`src/rtl/bcd_to_binary_seq.sv`:
```
// Sequential BCD-to-binary converter using reverse double-dabble, one bit per clock.
// Digits above 9 are flagged through err with a single-cycle done pulse, and no conversion is run.
//
// state | meaning
// IDLE  | waiting for start; a start with a bad digit completes here as an error
// SHIFT | shifting {bcd_sr, bin_sr} right, adjusting each digit after every shift
module bcd_to_binary_seq #(
  parameter int DIGITS = 9,
  parameter int BIN_W  = 30
) (
  input  logic                  CLOCK_50,
  input  logic                  reset_n,
  input  logic                  start,
  input  logic [4*DIGITS-1:0]   bcd_in,
  output logic                  busy,
  output logic                  done,
  output logic                  err,
  output logic [BIN_W-1:0]      bin_out
);

  localparam int BCD_W = 4 * DIGITS;
  localparam int CNT_W = $clog2(BIN_W);

  typedef enum logic {IDLE, SHIFT} state_t;

  state_t             state, state_nxt;
  logic [BCD_W-1:0]   bcd_sr, bcd_nxt, bcd_shift;
  logic [BIN_W-1:0]   bin_sr, bin_nxt, bin_shift, bin_out_nxt;
  logic [CNT_W-1:0]   cnt, cnt_nxt;
  logic               done_nxt, err_nxt;

  function automatic logic has_bad_digit(input logic [BCD_W-1:0] v);
    logic bad;
    bad = 1'b0;
    for (int i = 0; i < DIGITS; i++)
      if (v[4*i +: 4] > 4'd9) bad = 1'b1;
    return bad;
  endfunction

  // After a right shift, a digit of 8 or more carried a 10 in from the digit above; take back 3.
  function automatic logic [BCD_W-1:0] adjust(input logic [BCD_W-1:0] v);
    logic [BCD_W-1:0] r;
    logic [3:0]       d;
    r = '0;
    for (int i = 0; i < DIGITS; i++) begin
      d = v[4*i +: 4];
      if (d >= 4'd8) d = d - 4'd3;
      r[4*i +: 4] = d;
    end
    return r;
  endfunction

  assign bin_shift = {bcd_sr[0], bin_sr[BIN_W-1:1]};
  assign bcd_shift = adjust({1'b0, bcd_sr[BCD_W-1:1]});
  assign busy      = (state == SHIFT);

  always_comb begin
    state_nxt   = state;
    bcd_nxt     = bcd_sr;
    bin_nxt     = bin_sr;
    cnt_nxt     = cnt;
    done_nxt    = 1'b0;
    err_nxt     = err;
    bin_out_nxt = bin_out;
    case (state)
      IDLE: begin
        if (start) begin
          bcd_nxt = bcd_in;
          bin_nxt = '0;
          cnt_nxt = CNT_W'(BIN_W - 1);
          err_nxt = 1'b0;
          if (has_bad_digit(bcd_in)) begin
            done_nxt    = 1'b1;
            err_nxt     = 1'b1;
            bin_out_nxt = '0;
          end else begin
            state_nxt = SHIFT;
          end
        end
      end
      SHIFT: begin
        bcd_nxt = bcd_shift;
        bin_nxt = bin_shift;
        if (cnt == '0) begin
          bin_out_nxt = bin_shift;
          done_nxt    = 1'b1;
          err_nxt     = 1'b0;
          state_nxt   = IDLE;
        end else begin
          cnt_nxt = cnt - CNT_W'(1);
        end
      end
      default: state_nxt = IDLE;
    endcase
  end

  always_ff @(posedge CLOCK_50 or negedge reset_n) begin
    if (!reset_n) begin
      state   <= IDLE;
      bcd_sr  <= '0;
      bin_sr  <= '0;
      cnt     <= '0;
      done    <= 1'b0;
      err     <= 1'b0;
      bin_out <= '0;
    end else begin
      state   <= state_nxt;
      bcd_sr  <= bcd_nxt;
      bin_sr  <= bin_nxt;
      cnt     <= cnt_nxt;
      done    <= done_nxt;
      err     <= err_nxt;
      bin_out <= bin_out_nxt;
    end
  end

endmodule
```
`config.mk`:
```
export PLATFORM = sky130hd
export DESIGN_NAME = bcd_to_binary_seq
export DESIGN_NICKNAME = d
export VERILOG_FILES = /design/src/rtl/bcd_to_binary_seq.sv
export SDC_FILE = /design/constraint.sdc
export NUM_CORES = 1
export LEC_CHECK = 0
export BUFFER_PORTS_ARGS = -buffer_cell sky130_fd_sc_hd__buf_2
export CAP_MARGIN = 5
export CORE_MARGIN = 2
export CORE_UTILIZATION = 55
export DETAILED_ROUTE_END_ITERATION = 16
export PLACE_DENSITY_LB_ADDON = 0.08
export SLEW_MARGIN = 20
export SYNTH_ARGS = -nofsm -noshare
export SYNTH_HDL_FRONTEND = slang
export SYNTH_SLANG_ARGS = --single-unit
```
`constraint.sdc`:
```
create_clock -name CLOCK_50 -period 2.2 [get_ports CLOCK_50]
set_clock_uncertainty 0.1 [all_clocks]
set_input_delay 0.11 -clock CLOCK_50 [delete_from_list [all_inputs] [get_ports CLOCK_50]]
set_output_delay 0.11 -clock CLOCK_50 [all_outputs]
set_load 0.02 [all_outputs]
```
==> results.tsv <==
stage	metric	value	unit
clocking	clock-sinks	103	
drt	vias	3810	
drt	dr.first_iter.drc_count	174	
global_route	grt_pass1_vias	3781	
setup_path	cp.required	2.37	ns
min_path	hold_class	primary input to register	
pwr	switching_share	39.56	%
clocking	root_buffer	clkbuf_8	
logic_synthesis	synth.avg_cell_area	10.32	um2
setup_path	path_class	register to register	
floorplanning	io_pins	72	
logic_synthesis	syn_inst	474	
sta	fin_setup_tns	0	ns
finish	area_delta_synth_final	21.79	%
outcome	status	finished clean	
finish	num_antenna_cells	0	
pwr	power_density	1083	nW/um2
logic_synthesis	synth-warning-count	0	
logic_synthesis	synth_seq_area_share	52.69	%
setup_path	startpoint_type	register	
finish	postLayoutCoreUtil	68.66	%
finish	fillers	718	
logic_synthesis	ys_seq_elements	103	
pwr	p_int	3.899	mW
job	max_cap_viol_count	0	
finish	final_common_cell	dfrtp_1	
pwr	pwr-share-clk	18.2	%
pwr	p_switching	2.552	mW
floorplanning	dieArea	9665	um2
sta	clock.fmax	484.1	MHz
drt	drc	0	
sta	worst_slack	0.1342	ns
floorplanning	die_y	98.31	um
global_route	grt_overflow_total	0	
global_route	grt_pass1_wl	18.56	mm
setup_path	cp.arrival	2.23	ns
floorplanning	die_w	98.31	um
sta	drv_slew	0	
drt	via_per_inst	5.506	
clocking	cts_tree	done	
sta	hold_viol_final	0	
finish	drive_gt1_share	18.66	%
setup_path	crit_path_end	bin_out[27]	
finish	final_cell_mix	dfrtp_1, nand2_1, buf_2	
setup_path	cp_max_fo	10	
finish	nets	636	
pwr	power.leakage	3.023	nW
logic_synthesis	synth.distinct_cells	32	
drt	wire_per_inst	15.57	um
drt	wirelength	10.77	mm
pwr	p_comb_share	35.1	%
logic_synthesis	syn-cell-area	4892	um2
global_route	grt_usage	23.59	%
floorplanning	fp-row-count	34	
clocking	cts.path.max_buffers	2	
sta	setup_viol	0	
placement	gp_congestion	0.7512	
sta	tightest_slew	0.7564	ns
sta	slew_headroom	49.57	%
clocking	clk_latency	0.37	ns
floorplanning	fp.coreArea	8678	um2
global_route	antenna_found_initial	0	
global_route	grt_max_degree	81	
clocking	cts_resized	0	
sta	rsz0062_at_grt	false	
setup_path	r2r_start	cnt[1]	
placement	place.port_buffers	71	
drt	postRouteAntennaNets	0	
floorplanning	initial_core_util	56.37	%
placement	dpl_worst_slack	0.01787	ns
setup_path	r2r_end	bin_out[27]	
sta	period_share	93.90	%
setup_path	reg2reg_depth	8	
clocking	htreeDepth	3	
pwr	seqPwrFrac	46.8	%
sta	min_period	2.066	ns
logic_synthesis	syn-num-nets	531	
clocking	clk_pin_slew	0.11	ns
setup_path	r2r_slack	0.13	ns
placement	hpwlAfterDp	6.896	mm
pwr	ir_drop	638.7	uV
drt	first_pass_iters	4	
setup_path	end_kind	register	
clocking	cts_inserted_buffers	9	
setup_path	cp-startpoint	cnt[1]	
worst max-delay path, stage by stage, from the launching register on:
cell and delay, ns:
dfrtp_1 0.40, inv_1 0.08, ha_1 0.14, or4b_4 0.47, buf_4 0.16, nor2_4 0.12, o32ai_4 0.12, buf_4 0.19
a22o_1 0.19
cell usage after synthesis:
cell	instances	area, um2
a2111oi_0	1	8.760
a211oi_1	2	15.01
a21oi_1	16	80.08
a22o_1	31	271.5
buf_1	7	26.28
buf_2	5	25.02
buf_6	3	33.78
clkbuf_1	14	52.55
dfrtp_1	103	2577
ha_1	18	225.2
inv_1	22	82.58
mux2i_1	36	360.4
nand2_1	99	371.6
nand2b_1	8	50.05
nand3_1	1	5.000
nand4_1	1	6.260
nor2_1	3	11.26
nor2_4	1	11.26
nor3_1	1	5.000
nor4b_1	1	8.760
o211a_1	8	80.08
o211ai_2	1	12.51
o21ai_0	58	290.3
o22ai_1	9	56.30
o31ai_1	1	7.510
o32ai_2	1	16.27
o41ai_1	1	8.760
or2_2	1	6.260
or3_1	1	6.260
or4b_4	1	13.76
xnor2_1	11	96.34
xor2_1	8	70.07
flip-flops by register name (all words and copies together), names as in the netlist:
name / cells
busy: 1
cnt: 5
bcd_sr: 36
done: 1
bin_sr: 29
err: 1
bin_out: 30
worst min-delay path by stage:
| stage | end | cells past startpoint | slack, ns | from |
|---|---|---|---|---|
| 2_1_floorplan | bcd_sr[0] | 0 | -0.29 | reset_n |
| 3_3_place_gp | bcd_sr[2] | 1 | -0.04 | reset_n |
| 3_5_place_dp | bcd_sr[3] | 1 | -0.03 | reset_n |
| 4_1_cts | bcd_sr[17] | 4 | 0.001 | bcd_in[17] |
| 5_1_grt | bcd_sr[21] | 4 | 0.02 | bcd_in[21] |
| 6_report | bcd_sr[17] | 4 | 0.01 | bcd_in[17] |
metrics by stage:
stage / total power [mW] / cells / hold WS, ns / instance area, um2
5_1_grt: 6.988 / 692 / 0.01607 / 5958
3_3_place_gp: 5.116 / 637 / -0.03781 / 5370
3_5_place_dp: 5.248 / 638 / -0.03240 / 5385
4_1_cts: 6.500 / 692 / 0.001178 / 5958
6_report: 6.451 / 692 / 0.01377 / 5958
2_1_floorplan: 4.616 / 474 / -0.2856 / 4892
logic make-up after synthesis:
logic type               after synthesis  synth area share (%)
AO/OA/AOI/OAI                        129                 17.31
XOR/XNOR                              19                 3.402
adder cells (fa/ha/maj)               18                 4.604
buffers and inverters                 51                 4.501
flip-flops                           103                 52.69
multiplexers                          36                 7.366
AND/OR/NAND/NOR                      118                 10.13
power groups by stage:
stage | combinational (mW) | sequential [mW] | clock, mW
after floorplan | 1.68 | 2.94 | 0
after global placement | 2.10 | 3.02 | 0
after detailed placement | 2.21 | 3.04 | 0
after CTS | 2.28 | 3.01 | 1.21
after global routing | 2.61 | 3.10 | 1.27
final | 2.26 | 3.02 | 1.17
what timing repair did:
item	4_1_cts	5_1_grt
endpoints found under the hold margin	107	0
setup endpoints to repair	4	0
buffers inserted	2	0
hold buffers	36	0
layout make-up:
cell class                      instances  area, um2  share of cell area (%)
Sequential cell                       103       2579                   43.28
Multi-Input combinational cell        320       2106                   35.34
Clock inverter                          7      73.82                   1.239
Tap cell                              108      135.1                   2.268
Clock buffer                            9      123.9                   2.079
Timing Repair Buffer                  123      858.3                   14.41
Inverter                               22      82.58                   1.386
layer usage:
| layer | track usage, % | vias up | share of wire, % |
|---|---|---|---|
| li1 | - | 1834 | - |
| met1 | 33.09 | 1886 | 47 |
| met2 | 37.68 | 78 | 49 |
| met3 | 5.512 | 12 | 3.6 |
| met4 | 5.690 | 0 | 1.2 |
| met5 | 0 | - | 0 |
Note: power is estimated with default switching activity, not from simulation.
